## src/rtl/cska_mw_seq.sv

```systemverilog
// Multi-word sequential adder: one N-bit carry-skip pass per cycle over WORDS words,
// with a valid/ready request side and a held result in DONE.

module cska_top #(
  parameter int N          = 4,
  parameter int BLOCK_SIZE = 2
) (
  input  logic [N-1:0] A,
  input  logic [N-1:0] B,
  input  logic         Cin,
  output logic [N-1:0] Sum,
  output logic         Cout
);

  localparam int NBLK  = (N + BLOCK_SIZE - 1) / BLOCK_SIZE;
  localparam int W_PAD = NBLK * BLOCK_SIZE;

  logic [W_PAD-1:0] a_pad;
  logic [W_PAD-1:0] b_pad;
  logic [W_PAD-1:0] sum_pad;
  logic             c;
  logic             blk_cin;
  logic             blk_p;
  logic             p;
  logic             g;

  // Padding bits propagate (p=1, g=0) so a partial last block passes its carry through.
  always_comb begin
    a_pad          = '1;
    a_pad[N-1:0]   = A;
    b_pad          = '0;
    b_pad[N-1:0]   = B;
    sum_pad        = '0;
    c              = Cin;
    blk_cin        = 1'b0;
    blk_p          = 1'b0;
    p              = 1'b0;
    g              = 1'b0;
    for (int k = 0; k < NBLK; k++) begin
      blk_cin = c;
      blk_p   = 1'b1;
      for (int j = 0; j < BLOCK_SIZE; j++) begin
        p                         = a_pad[k*BLOCK_SIZE+j] ^ b_pad[k*BLOCK_SIZE+j];
        g                         = a_pad[k*BLOCK_SIZE+j] & b_pad[k*BLOCK_SIZE+j];
        sum_pad[k*BLOCK_SIZE+j]   = p ^ c;
        c                         = g | (p & c);
        blk_p                     = blk_p & p;
      end
      c = blk_p ? blk_cin : c;
    end
    Sum  = sum_pad[N-1:0];
    Cout = c;
  end

endmodule

module cska_mw_seq #(
  parameter int N          = 4,
  parameter int BLOCK_SIZE = 2,
  parameter int WORDS      = 4
) (
  input  logic               clk,
  input  logic               rst,
  input  logic               in_valid,
  output logic               in_ready,
  input  logic [N*WORDS-1:0] A,
  input  logic [N*WORDS-1:0] B,
  input  logic               Cin,
  output logic               out_valid,
  input  logic               out_ready,
  output logic [N*WORDS-1:0] Sum,
  output logic               Cout,
  output logic               busy
);

  localparam int W     = N * WORDS;
  localparam int IDX_W = (WORDS > 1) ? $clog2(WORDS) : 1;

  typedef enum logic [1:0] {IDLE, RUN, DONE} state_t;

  state_t             state_q, state_d;
  logic [W-1:0]       a_q, a_d;
  logic [W-1:0]       b_q, b_d;
  logic [W-1:0]       sum_q, sum_d;
  logic               carry_q, carry_d;
  logic               cout_q, cout_d;
  logic [IDX_W-1:0]   idx_q, idx_d;

  logic [N-1:0]       add_a;
  logic [N-1:0]       add_b;
  logic [N-1:0]       add_sum;
  logic               add_cout;
  int                 idx_i;
  logic               accept;
  logic               last_pass;

  assign idx_i     = int'(idx_q);
  assign add_a     = a_q[idx_i*N +: N];
  assign add_b     = b_q[idx_i*N +: N];
  assign accept    = in_valid && in_ready;
  assign last_pass = (idx_q == IDX_W'(WORDS - 1));

  cska_top #(
    .N          (N),
    .BLOCK_SIZE (BLOCK_SIZE)
  ) u_adder (
    .A    (add_a),
    .B    (add_b),
    .Cin  (carry_q),
    .Sum  (add_sum),
    .Cout (add_cout)
  );

  always_comb begin
    state_d = state_q;
    a_d     = a_q;
    b_d     = b_q;
    sum_d   = sum_q;
    carry_d = carry_q;
    cout_d  = cout_q;
    idx_d   = idx_q;
    unique case (state_q)
      IDLE: begin
        if (accept) begin
          a_d     = A;
          b_d     = B;
          carry_d = Cin;
          idx_d   = '0;
          state_d = RUN;
        end
      end
      RUN: begin
        sum_d[idx_i*N +: N] = add_sum;
        carry_d             = add_cout;
        if (last_pass) begin
          cout_d  = add_cout;
          idx_d   = '0;
          state_d = DONE;
        end else begin
          idx_d = idx_q + 1'b1;
        end
      end
      DONE: begin
        if (out_ready) begin
          state_d = IDLE;
        end
      end
      default: state_d = IDLE;
    endcase
  end

  always_ff @(posedge clk or posedge rst) begin
    if (rst) begin
      state_q <= IDLE;
      sum_q   <= '0;
      carry_q <= 1'b0;
      cout_q  <= 1'b0;
      idx_q   <= '0;
    end else begin
      state_q <= state_d;
      sum_q   <= sum_d;
      carry_q <= carry_d;
      cout_q  <= cout_d;
      idx_q   <= idx_d;
    end
  end

  // Operand holding registers carry data only; they are always reloaded before use.
  always_ff @(posedge clk) begin
    a_q <= a_d;
    b_q <= b_d;
  end

  assign in_ready  = (state_q == IDLE) && !rst;
  assign busy      = (state_q == RUN);
  assign out_valid = (state_q == DONE);
  assign Sum       = sum_q;
  assign Cout      = cout_q;

endmodule

```

## config.mk

```make
export PLATFORM = sky130hd
export DESIGN_NAME = cska_mw_seq
export DESIGN_NICKNAME = d
export VERILOG_FILES = /design/src/rtl/cska_mw_seq.sv
export SDC_FILE = /design/constraint.sdc
export NUM_CORES = 1
export LEC_CHECK = 0
export CAP_MARGIN = 15
export CELL_PAD_IN_SITES_DETAIL_PLACEMENT = 0
export CELL_PAD_IN_SITES_GLOBAL_PLACEMENT = 1
export CORE_UTILIZATION = 35
export DETAILED_ROUTE_END_ITERATION = 10
export PLACE_DENSITY_LB_ADDON = 0.1
export SYNTH_ARGS = -nofsm -noshare
export SYNTH_HDL_FRONTEND = slang
export SYNTH_SLANG_ARGS = --single-unit
```

## constraint.sdc

```tcl
create_clock -name clk -period 3.45 [get_ports clk]
set_input_delay 0.69 -clock clk [delete_from_list [all_inputs] [get_ports clk]]
set_output_delay 0.69 -clock clk [all_outputs]
set_load 0.05 [all_outputs]
```

==> results of run 1 <==
cells by family (layout without fill, tap and decap cells):
kind of cell               after synthesis  after routing  synth area share, %
and+or+nand+nor                         30             30                 8.09
muxes                                    8              8                 7.62
DFF                                     54             54                 63.9
AOI/OAI and AO/OA                       24             24                 8.31
adders and majority gates               14             14                 8.68
buffers and inverters                   16             79                 3.39
synthesized netlist by cell type (all sizes together):
cell / count / share of area [%]
dfrtp: 22 / 23
nor3: 3 / 0.63
nand2: 9 / 1.5
or4b: 1 / 0.58
edfxtp: 32 / 41
nor2: 1 / 0.16
a21boi: 1 / 0.32
a41oi: 1 / 0.37
mux4: 8 / 7.6
nand3: 3 / 0.63
a21bo: 1 / 0.42
o41ai: 2 / 0.74
inv: 11 / 1.7
o31ai: 2 / 0.63
nor4b: 1 / 0.63
clkbuf: 1 / 0.16
nor4: 1 / 0.53
a22o: 12 / 4.4
and2b: 1 / 0.37
nand3b: 7 / 2.2
clkinv: 1 / 0.21
fa: 4 / 3.4
ha: 10 / 5.3
buf: 3 / 1.3
o21ai: 4 / 0.85
nand2b: 3 / 0.79
o211ai: 1 / 0.53
sequential cells by signal, indices dropped and copies added (netlist names):
name / cells
Sum: 16
a_q: 16
b_q: 16
idx_q: 2
state_q: 2
Cout: 1
carry_q: 1
through the flow:
step                cells  total power [mW]  utilization, %  setup slack [ps]  instance area [um2]
global route          286              3.12            48.9              70.4                 3140
finish                286              2.91            48.9               301                 3140
CTS                   286              2.94            48.9               290                 3140
detailed placement    278              2.46            46.9               285                 3010
global placement      278              2.43            46.9               421                 3010
floorplan             146              1.99               -               247                 2360
final cells by class:
cell class,count,area (um2),area share [%]
Multi-Input combinational cell,76,773,24.6
Clock buffer,5,68.8,2.19
Inverter,12,46.3,1.47
Timing Repair Buffer,59,583,18.6
Sequential cell,54,1510,48.1
Clock inverter,3,63.8,2.03
Tap cell,77,96.3,3.07
power by group through the flow:
stage / clock network (mW) / logic (mW) / registers [mW]
floorplan: 0 / 0.828 / 1.17
global placement: 0 / 1.48 / 0.951
detailed placement: 0 / 1.49 / 0.961
CTS: 0.498 / 1.50 / 0.947
global route: 0.528 / 1.63 / 0.966
finish: 0.483 / 1.48 / 0.944
critical path: stages, from the launching register on:
cell and delay [ps]:
dfrtp_1 460, mux4_2 560, fa_1 410, inv_1 80
fa_1 150, a21bo_2 220, nand2_1 80, fa_1 160
inv_1 50, fa_1 360, a21boi_0 130, a41oi_1 260
o21ai_0 110
routing by layer:
metal / vias to the layer above / GRT usage (%) / wire length (um)
li1: 677 / - / -
met1: 684 / 16.9 / 1810
met2: 51 / 21.5 / 2110
met3: 11 / 3.64 / 218
met4: 0 / 5.02 / 78
met5: - / 0 / 0
worst min path at each step:
| stage | cells after the start | slack [ps] | startpoint | to |
|---|---|---|---|---|
| floorplan | 2 | 540 | carry_q$_DFFE_PP0P_ | carry_q$_DFFE_PP0P_ |
| global placement | 2 | 470 | Sum[2]$_DFFE_PP0P_ | Sum[2]$_DFFE_PP0P_ |
| detailed placement | 2 | 470 | Sum[14]$_DFFE_PP0P_ | Sum[14]$_DFFE_PP0P_ |
| CTS | 2 | 500 | Sum[14]$_DFFE_PP0P_ | Sum[14]$_DFFE_PP0P_ |
| global route | 2 | 530 | Sum[14]$_DFFE_PP0P_ | Sum[14]$_DFFE_PP0P_ |
| finish | 2 | 490 | Sum[14]$_DFFE_PP0P_ | Sum[14]$_DFFE_PP0P_ |
==> metrics.yaml, run 1 <==
status: "finished, violations left"
violations: "design-rule violations"
clk_path_buf_depth: 2
crit_required_ps: 3640
worstReg2RegStart: "idx_q[0]$_DFFE_PP0P_"
synth_area_um2: 2360
hpwl_um: 3240
synth.ff_latch_count: 54
maxCapViolCount: 0
pin_count: 57
cp.arrival_ps: 3340
timing.rr.end: "Cout$_DFFE_PP0P_"
root_buffer: "clkbuf_8"
syn_area_per_cell_um2: 16.2
setup_violations: 0
final_common_cell: "clkdlybuf4s50_1"
portBuffers: 56
critPathKind: "reg -> reg"
postCtsSetupBuffers: 0
drc: 8
power_leakage_nw: 1.22
seqPwrFrac_pct: 32.5
slew_headroom_pct: 44.9
grt_pass1_vias: 1503
cts_hold_buf: 0
via_per_inst: 4.98
p_sw_mw: 1.20
setup.worst_path.start_class: "flop"
slew_violations: 0
hp-class: "reg -> reg"
num_vias: 1423
grt_pass1_wl_um: 7160
chipWidth_um: 84.2
start_util_pct: 36.8
cts_tree: "yes"
antenna_found_initial: 0
comb_power_share_pct: 50.9
clock_latency_ps: 300
endpoint_kind: "flop"
grt-ovfl-total: 0
ir_drop_uv: 288
ant_nets: 0
syn_inst: 146
hold_violations: 0
ctsResizeCount: 0
areaGrowthSynthToFinish_pct: 32.9
drt-wirelength-per-cell_um: 14.7
power_density_nw_per_um2: 925
dieArea_um2: 7090
antennaDiodeCount: 0
clkPwrFrac_pct: 16.6
fp-row-count: 29
syn_nets: 197
clkSlewWorstSetupHoldPaths_ps: 90
reg2reg_depth: 12
rsz0062_at_grt: "no"
crit_start: "idx_q[0]$_DFFE_PP0P_"
fin_crit_sh_pct: 91.3
crit_path_end: "Cout$_DFFE_PP0P_"
die-height_um: 84.2
whs_ps: 486
period_minus_slack_ps: 3150
netSwitchingFraction_pct: 41.3
synth-seq-area-share_pct: 63.9
reg2reg_slack_ps: 300
clock_skew_ps: 5.28
cts.sinks: 54
drt_iter0_markers: 69
core_um2: 6420
cts_max_level: 2
grt_max_degree: 35
fmax_mhz: 318
worstMarginPinSlew_ps: 826
p_int_mw: 1.71
routed_wl_um: 4220
dr.pass1.iters: 7
routabilityCongestion: 0.719
yosysWarningCount: 0
fin_setup_tns_ps: 0
cp_max_fo: 4
cts_buffers: 5
layout_common_cells: "clkdlybuf4s50_1 (56), edfxtp_1 (32), dfrtp_1 (22)"
yosysUniqueCellTypes: 29
layout-drive-gt1-share_pct: 12.4
nets: 259
grtUsageTotal_pct: 13.2
n_fill_cell: 551
(Power assumes the default switching activity.)
==> inputs of run 2 (changes only) <==
--- a/config.mk
+++ b/config.mk
@@ -9,6 +9,7 @@
 export CELL_PAD_IN_SITES_DETAIL_PLACEMENT = 0
 export CELL_PAD_IN_SITES_GLOBAL_PLACEMENT = 1
 export CORE_UTILIZATION = 35
+export CTS_BUF_LIST = sky130_fd_sc_hd__clkbuf_16
 export DETAILED_ROUTE_END_ITERATION = 10
 export PLACE_DENSITY_LB_ADDON = 0.1
 export SYNTH_ARGS = -nofsm -noshare
==> metrics.yaml, run 2 (synthesis results as in run 1) <==
period_minus_slack_ps: 3150
grt_pass1_wl_um: 7160
final-seq-area_um2: 1510
core_um2: 6420
worstMarginPinSlew_ps: 829
instances_no_fill: 286
drt-wirelength-per-cell_um: 14.9
portBuffers: 56
root_buffer: "clkbuf_16"
violations: "design-rule violations"
clock_latency_ps: 280
antenna_found_initial: 0
power_leakage_nw: 1.25
start_util_pct: 36.8
cts_hold_buf: 0
grt-ovfl-total: 0
chipWidth_um: 84.2
routabilityCongestion: 0.719
ir_drop_uv: 299
numPlacedInstances: 278
slew_headroom_pct: 44.7
drc: 8
multi_input_area_um2: 773
hp-class: "reg -> reg"
clk_path_buf_depth: 2
num_vias: 1413
crit_required_ps: 3610
nets: 259
fin_setup_tns_ps: 0
slew_violations: 0
rsz0062_at_grt: "no"
ctsResizeCount: 0
maxCapViolCount: 0
cts.sinks: 54
grt_pass1_vias: 1503
layout-drive-gt1-share_pct: 12.4
grt_max_degree: 35
status: "finished, violations left"
layout_common_cells: "clkdlybuf4s50_1 (56), edfxtp_1 (32), dfrtp_1 (22)"
pin_count: 57
fin_crit_sh_pct: 91.4
antennaDiodeCount: 0
hold_violations: 0
routed_wl_um: 4250
power_density_nw_per_um2: 955
critPathKind: "reg -> reg"
fp-row-count: 29
die-height_um: 84.2
clock_skew_ps: 4.25
endpoint_kind: "flop"
cp_max_fo: 4
fmax_mhz: 317
grtUsageTotal_pct: 13.1
via_per_inst: 4.94
cp.arrival_ps: 3310
areaGrowthSynthToFinish_pct: 35.3
final_common_cell: "clkdlybuf4s50_1"
dieArea_um2: 7090
setup.worst_path.start_class: "flop"
hpwl_um: 3240
clkSlewWorstSetupHoldPaths_ps: 70
cts_buffers: 5
dr.pass1.iters: 8
setup_violations: 0
ant_nets: 0
n_fill_cell: 547
drt_iter0_markers: 62
cts_max_level: 2
cts_tree: "yes"
postCtsSetupBuffers: 0
-- run 2: cell counts in the layout (fill, tap and decap cells not counted) --
Identical to the previous run, type by type.
-- run 2: worst max-delay path, cell delays in order, from the launching register on --
cell and delay [ps]:
dfrtp_1 450, mux4_2 560, fa_1 410, inv_1 80, fa_1 150, a21bo_2 220, nand2_1 80, fa_1 160
inv_1 50, fa_1 360, a21boi_0 130, a41oi_1 260, o211ai_2 120
-- run 2: report_power, final --
part / switching (mW) / internal (mW) / leakage, nW
Clock: 0.211 / 0.413 / 0.0915
Combinational: 0.904 / 0.579 / 0.567
Sequential: 0.105 / 0.842 / 0.589
-- run 2: routing by layer --
metal	vias up	track usage (%)	wire length (um)
li1	677	-	-
met1	680	16.7	1830
met2	50	21.8	2150
met3	6	3.64	229
met4	0	4.08	38
met5	-	0	0
-- run 2: final timing paths --
path / startpoint / endpoint / slack (ps) / depth (start not counted)
worst max-delay path: idx_q[0]$_DFFE_PP0P_ / carry_q$_DFFE_PP0P_ / 300 / 12
worst min register to register: Sum[14]$_DFFE_PP0P_ / Sum[14]$_DFFE_PP0P_ / 480 / 2
worst min-delay path: Sum[14]$_DFFE_PP0P_ / Sum[14]$_DFFE_PP0P_ / 480 / 2
max in group asynchronous: rst / Sum[10]$_DFFE_PP0P_ / 2000 / 2
worst max register to register: idx_q[0]$_DFFE_PP0P_ / carry_q$_DFFE_PP0P_ / 300 / 12
min in group asynchronous: rst / idx_q[1]$_DFFE_PP0P_ / 930 / 2
-- run 2: layout make-up --
cell class	instances	area share, %
inverter	12	1.45
multi-input combinational	76	24.2
timing repair buffer	59	18.2
clock inverter	3	1.99
sequential	54	47.2
tap	77	3.01
clock buffer	5	3.91
-- run 2: through the flow --
| stage | area (um2) | util [%] | power (mW) | setup slack [ps] | hold slack [ps] |
|---|---|---|---|---|---|
| after floorplan | 2360 | - | 1.99 | 247 | 538 |
| after global placement | 3010 | 46.9 | 2.43 | 421 | 465 |
| after detailed placement | 3010 | 46.9 | 2.46 | 285 | 473 |
| after CTS | 3200 | 49.8 | 3.09 | 282 | 488 |
| after global routing | 3200 | 49.8 | 3.26 | 60.6 | 521 |
| final | 3200 | 49.8 | 3.05 | 297 | 481 |
==> inputs of run 3 (changes only) <==
--- a/config.mk
+++ b/config.mk
@@ -8,9 +8,11 @@
 export CAP_MARGIN = 15
 export CELL_PAD_IN_SITES_DETAIL_PLACEMENT = 0
 export CELL_PAD_IN_SITES_GLOBAL_PLACEMENT = 1
+export CORE_ASPECT_RATIO = 1.25
 export CORE_UTILIZATION = 35
 export CTS_BUF_LIST = sky130_fd_sc_hd__clkbuf_16
 export DETAILED_ROUTE_END_ITERATION = 10
+export GPL_TIMING_DRIVEN = 0
 export PLACE_DENSITY_LB_ADDON = 0.1
 export SYNTH_ARGS = -nofsm -noshare
 export SYNTH_HDL_FRONTEND = slang
==> constraint.sdc (replaced) <==
create_clock -name clk -period 4 [get_ports clk]
set_input_delay 0.8 -clock clk [delete_from_list [all_inputs] [get_ports clk]]
set_output_delay 0.8 -clock clk [all_outputs]
set_load 0.05 [all_outputs]
==> metrics.yaml, run 3 (synthesis results as in run 1) <==
status: "finished, violations left"
violations: "design-rule violations"
cts_buffers: 5
via_per_inst: 4.79
nets: 260
maxCapViolCount: 0
grt_max_degree: 35
clkSlewWorstSetupHoldPaths_ps: 70
cts_max_level: 2
setup.worst_path.start_class: "flop"
worstMarginPinSlew_ps: 862
antennaDiodeCount: 0
cts_tree: "yes"
fin_setup_tns_ps: 0
rsz0062_at_grt: "no"
setup_violations: 0
drt_iter0_markers: 62
hpwl_um: 3270
critPathKind: "reg -> reg"
period_minus_slack_ps: 3550
layout_common_cells: "clkdlybuf4s50_1 (56), edfxtp_1 (32), dfrtp_1 (22)"
clock_latency_ps: 290
fmax_mhz: 281
met3_usage_pct: 2.90
cp_max_fo: 10
hp-class: "reg -> reg"
instances_no_fill: 297
start_util_pct: 36.0
crit_required_ps: 4160
power_leakage_nw: 1.25
die-height_um: 93.9
cp.arrival_ps: 3710
grtUsageTotal_pct: 13.6
ctsResizeCount: 0
grt_pass1_vias: 1569
power_density_nw_per_um2: 806
dr.pass1.iters: 7
layout-drive-gt1-share_pct: 11.9
core_um2: 6570
chipWidth_um: 75.5
routabilityCongestion: 0.705
root_buffer: "clkbuf_16"
grt-ovfl-total: 0
postPlaceCellArea_um2: 3030
clk_path_buf_depth: 2
areaGrowthSynthToFinish_pct: 35.2
met1_usage_pct: 14.9
drc: 2
endpoint_kind: "flop"
final_area_um2: 3200
pin_count: 57
whs_ps: 482
fin_crit_sh_pct: 88.8
cts_hold_buf: 0
postCtsSetupBuffers: 0
hold_violations: 0
cts.sinks: 54
ir_drop_uv: 317
final_common_cell: "clkdlybuf4s50_1"
drt-wirelength-per-cell_um: 14.4
met2_usage_pct: 25.0
grt_pass1_wl_um: 7160
antenna_found_initial: 0
dieArea_um2: 7090
ant_nets: 0
fp-row-count: 33
slew_headroom_pct: 42.5
portBuffers: 56
clock_skew_ps: 6.12
grt.busiest_layer: "met2"
slew_violations: 0
routed_wl_um: 4290
power_mw: 2.58
numPlacedInstances: 289
num_vias: 1422
run 3: changes by cell type in the layout (fill, tap and decap cells not counted), sizes merged:
cell / change
bufinv: -1
clkinv: -1
inv: +2
clkbuf: +1
run 3: metal layers:
layer | vias to the layer above | wire [um]
met5 | - | 0
met2 | 35 | 2410
met3 | 5 | 111
met1 | 707 | 1700
li1 | 675 | -
met4 | 0 | 68
run 3: report_power, final:
| group | internal [mW] | leakage, nW | switching (mW) | total [mW] |
|---|---|---|---|---|
| clock network | 0.291 | 0.0864 | 0.185 | 0.476 |
| logic | 0.509 | 0.570 | 0.799 | 1.31 |
| registers | 0.726 | 0.589 | 0.0677 | 0.794 |
run 3: through the flow:
stage,setup slack [ps],utilization [%]
after floorplan,797,-
after global placement,459,46.2
after detailed placement,394,46.2
after CTS,380,48.7
after global routing,160,48.7
final,447,48.7
run 3: worst max-delay path: stages (launching register included):
cell,delay (ps)
dfrtp_1,420
buf_6,160
buf_4,210
mux4_2,570
fa_1,410
inv_1,80
fa_1,150
a21bo_2,230
nand2_1,80
fa_1,160
inv_1,50
fa_1,340
a21boi_0,140
a41oi_1,280
o21ai_0,130
run 3: final cells by class:
class / count / area, um2
fillers: 573 / 3370
flip-flops and latches: 54 / 1510
multi-input cells: 76 / 773
repair buffers: 56 / 561
clock buffers: 5 / 125
well taps: 87 / 109
inverters: 12 / 46.3
clock inverters: 3 / 37.5
plain buffers: 4 / 33.8
run 3: final timing paths:
path,depth (start not counted),end,slack [ps],startpoint
min,2,Sum[2]$_DFFE_PP0P_,480,Sum[2]$_DFFE_PP0P_
max reg2reg,14,Cout$_DFFE_PP0P_,450,idx_q[0]$_DFFE_PP0P_
min reg2reg,2,Sum[2]$_DFFE_PP0P_,480,Sum[2]$_DFFE_PP0P_
min in group asynchronous,2,carry_q$_DFFE_PP0P_,1050,rst
max in group asynchronous,2,Sum[8]$_DFFE_PP0P_,2410,rst
max,14,Cout$_DFFE_PP0P_,450,idx_q[0]$_DFFE_PP0P_
==> edit 1: new RTL, settings of run 3 <==
`N` is set to 4 in 2 places; all go to 3.
--- a/src/rtl/cska_mw_seq.sv
+++ b/src/rtl/cska_mw_seq.sv
@@ -2,7 +2,7 @@
 // with a valid/ready request side and a held result in DONE.
 
 module cska_top #(
-  parameter int N          = 4,
+  parameter int N          = 3,
   parameter int BLOCK_SIZE = 2
 ) (
   input  logic [N-1:0] A,
@@ -55,7 +55,7 @@
 endmodule
 
 module cska_mw_seq #(
-  parameter int N          = 4,
+  parameter int N          = 3,
   parameter int BLOCK_SIZE = 2,
   parameter int WORDS      = 4
 ) (
Interface: changed (resized A, B and Sum); port bits go from 57 to 45. No check against the original RTL was run, so the function may have changed too.
==> edit 1 against run 3 <==
Area after synthesis decreased by 17%; design area decreased by 16%; power is 15% lower; largest cell class unchanged; fmax increased by 16%; critical path type unchanged; non-clock buffer count fell by 10; sequential cell count decreased by 12; highest routed layer unchanged; combinational power decreased by 18%; cell count is 23% lower; sequential power is 24% lower; worst setup slack gained 500 ps; wire length fell by 19%.
==> edit 1: results (changes against run 3) <==
outcome=finished clean (was finished with violations); gr usage total=13.8% (was 13.6%); Syn Area/Cell=17.5 um2 (was 16.2 um2); Fillers=461 (was 573); multiplexer share of the synthesized area=8.56% (was 7.62%); Hold Path Depth=1 (was 2); Met1 Routed Length=1430 um (was 1700 um); Worst Path Arrival=3270 ps (was 3710 ps); dpl ws=929 ps (was 394 ps); layout cells sized above 1=20.0% (was 11.9%); drt first pass iters=4 (was 7); reg2reg path depth=8 (was 14); leakage power total=1.11 nW (was 1.25 nW); complex-gate fraction of the synthesized area=8.88% (was 8.31%); Synth area leaders=edfxtp_1, dfrtp_1, ha_1 (was edfxtp_1, dfrtp_1, mux4_2); Pint=0.00135 W (was 0.00153 W); Clock Power Share=23.3% (was 18.5%); Post-route DRC=0 (was 2); WL met2=1930 um (was 2410 um); Met3 Wirelength=95 um (was 111 um); dpl cells=221 (was 289); Post-synth EDFFs=24 (was 32); sequential cell area fraction in the yosys report=59.8% (was 63.9%); Peak VDD IR=0.000280 V (was 0.000317 V); pin count of the biggest net entering global routing=19 (was 35); Synth Area in Adders=8.17% (was 8.68%); Net Switching=0.000827 W (was 0.00105 W); number of global-route vias before repair=1171 (was 1569); met3 Use GR=3.99% (was 2.90%); first-pass GRT wire length=5820 um (was 7160 um); Final #Nets=204 (was 260); Post-synth ARST share=42.9% (was 40.7%); Post-synth top cells=edfxtp_1, dfrtp_1, a22o_1 (unchanged); met2 usage=23.2% (was 25.0%); Final Wtd Congestion=0.686 (was 0.705); distinct cell type count after synthesis=26 (was 29); power share of the sequential group=27.8% (was 30.8%); DP Area=2500 um2 (was 3030 um2)
edit 1: critical path: stages, from the launching register on:
cell     delay [ps]
dfrtp_1         440
buf_6           210
mux4_1          630
fa_1            410
fa_1            360
mux2i_1         170
fa_1            430
inv_1           170
a22o_2          160
edit 1: worst paths after layout:
| path | from | endpoint | slack [ps] |
|---|---|---|---|
| setup / recovery | idx_q[0] | Sum[5] | 950 |
| max in group asynchronous | rst | Sum[1] | 2560 |
| hold / removal | Sum[8] | Sum[8] | 510 |
| setup reg to reg | idx_q[0] | Sum[5] | 950 |
| hold reg to reg | Sum[8] | Sum[8] | 510 |
| min in group asynchronous | rst | state_q[0] | 990 |
edit 1: layout make-up:
cell class,count,area share (%)
sequential,42,43.6
inverter,9,1.26
clock buffer,5,4.66
tap,64,2.98
timing repair buffer,45,16.8
buffer,5,1.58
multi-input combinational,56,26.7
clock inverter,3,2.38
==> edit 2: new RTL, flow settings as in run 3 <==
Made on the original files. Make the reset (`rst`) synchronous in one clocked block.
--- a/src/rtl/cska_mw_seq.sv
+++ b/src/rtl/cska_mw_seq.sv
@@ -149,7 +149,7 @@
     endcase
   end
 
-  always_ff @(posedge clk or posedge rst) begin
+  always_ff @(posedge clk) begin
     if (rst) begin
       state_q <= IDLE;
       sum_q   <= '0;
Behaviour: differs if rst is asserted again (counterexample within 4 cycles, from zero or initial values and one cycle with rst high); with rst held inactive, the same outputs for 10 cycles.
==> edit 2 against run 3 <==
Wire length grew 5.8%; fmax barely moved; sequential cell count did not move; first-iteration DRC count increased by 24%; area after synthesis increased by 2.0%; utilization rose by 0.47 points; worst setup slack better by 2.1 ps; critical endpoint is now carry_q; sequential share of layout area decreased by 4.1 points; design area up 1.6%; hold slack worse by 34 ps.
Power is not compared: it rests on default switching activity, and its combinational part moved more than twofold at a synthesized area within 25%.
==> edit 2: results (changes against run 3) <==
outcome=finished clean (was finished with violations); Num CTS Buffers=5 (unchanged); Port Buffers=56 (unchanged); via-per-instance ratio=4.84 (was 4.79); # resized after CTS=0 (unchanged); later-pin clock latency in the skew report=290 ps (about the same); clk_skew=5.75 ps (was 6.12 ps); post-synthesis net count=226 (was 197); Peak VDD IR=roughly 0.00017 V; antenna violations before repair=0 (unchanged); total wire length=4540 um (was 4290 um); initial DRC count=77 (was 62); Clock transition at path regs=roughly 60 ps; slew margin rel.=63.4% (was 42.5%); distinct cell type count after synthesis=40 (was 29); Synth area leaders=edfxtp_1, dfxtp_1, mux4_1 (was edfxtp_1, dfrtp_1, mux4_2); yosys warns=0 (unchanged); post-CTS setup buffers=0 (unchanged); main flop type after synthesis=edfxtp_1 (unchanged); hpwl dp=3460 um (was 3270 um); Post-synth top cells=edfxtp_1, dfxtp_1, a21oi_1 (was edfxtp_1, dfrtp_1, a22o_1); pin count of the biggest net entering global routing=24 (was 35); Worst R2R Setup Slack=450 ps; leakage power total=between 1 and 1.5 nW; Hold Crit Class=reg -> reg (unchanged); Clk Tree Root Cell=clkbuf_16 (unchanged); Critical Path Fanout Max=10 (unchanged); Post-synth ARST share=0% (was 40.7%); sequential cell area fraction in the yosys report=58.1% (was 63.9%); Antenna diodes=0 (unchanged); Final Wtd Congestion=0.758 (was 0.705); drt first pass iters=4 (was 7); Clock H-tree levels=2 (unchanged); Post-synth EDFFs=32 (unchanged); Worst Path Arrival=3710 ps (about the same); Net Switching=about 0.00031 W; CTS sink count=54 (unchanged); clk buf depth=2 (unchanged); gr usage total=13.5% (was 13.6%); number of global-route vias before repair=1551 (was 1569); Final #Nets=290 (was 260); first-pass GRT wire length=7420 um (was 7160 um); layout cells sized above 1=9.21% (was 11.9%)
[edit 2: changes by cell type after synthesis, sizes merged, moves of 3 or more]
| cell | delta |
|---|---|
| a21oi | +14 |
| a22o | -12 |
| a32oi | +6 |
| dfrtp | -22 |
| dfxtp | +22 |
| nand2 | +5 |
| nand2b | -3 |
| nand4 | +6 |
| nor2 | +8 |
| nor2b | +3 |
[edit 2: kinds of logic (layout without fill, tap and decap cells)]
kind of cell / Yosys count / after routing / share of synthesized area (%)
fa+ha+maj: 14 / 14 / 8.51
mux: 8 / 8 / 8.56
buf+inv: 19 / 83 / 4.10
flops: 54 / 54 / 58.1
compound gates: 29 / 29 / 8.04
simple gates: 51 / 51 / 12.7
[edit 2: area by class of cell]
| class | count | area [um2] |
|---|---|---|
| clock buffers | 5 | 125 |
| well taps | 87 | 109 |
| plain buffers | 8 | 57.6 |
| multi-input cells | 102 | 911 |
| inverters | 11 | 41.3 |
| flip-flops and latches | 54 | 1400 |
| fillers | 616 | 3360 |
| clock inverters | 2 | 15.0 |
| repair buffers | 57 | 588 |
[edit 2: critical path: stages, from the launching register on]
cell and delay, ps:
dfxtp_1 410, buf_6 190, buf_8 150, mux4_2 530, fa_1 400, inv_1 70, fa_1 150, a21bo_2 220
nand2_1 80, fa_1 160, inv_1 50, fa_1 360, a21boi_0 130, a41oi_1 360, a2111oi_1 150
[edit 2: stage by stage]
stage	instance area [um2]	total power [W]	setup WS, ps	instances	hold WS [ps]
floorplan	2410	0.000751	775	175	522
CTS	3250	0.00126	394	326	452
detailed placement	3110	0.000843	416	319	445
global placement	3080	0.000837	441	318	440
global route	3250	0.00130	202	326	473
finish	3250	0.00125	449	326	449
[edit 2: worst paths after layout]
path | startpoint | to | cells past startpoint
worst min register to register | Sum[1] | Sum[1] | 2
worst min-delay path | Sum[1] | Sum[1] | 2
worst max register to register | idx_q[0] | carry_q | 14
worst max-delay path | idx_q[0] | carry_q | 14
[edit 2: routing by layer]
layer	track usage (%)	routed length, um	up-vias
met5	0	0	-
met4	5.13	86	0
met3	3.77	181	7
met2	25.5	2430	38
met1	14.2	1850	750
li1	-	-	782
[edit 2: power by group through the flow]
stage          Clock (W)  Combinational (W)  Sequential (W)
6_report        0.000418           0.000210        0.000618
3_3_place_gp           0           0.000206        0.000631
4_1_cts         0.000428           0.000213        0.000618
2_1_floorplan          0           0.000109        0.000642
5_1_grt         0.000453           0.000228        0.000620
3_5_place_dp           0           0.000212        0.000631
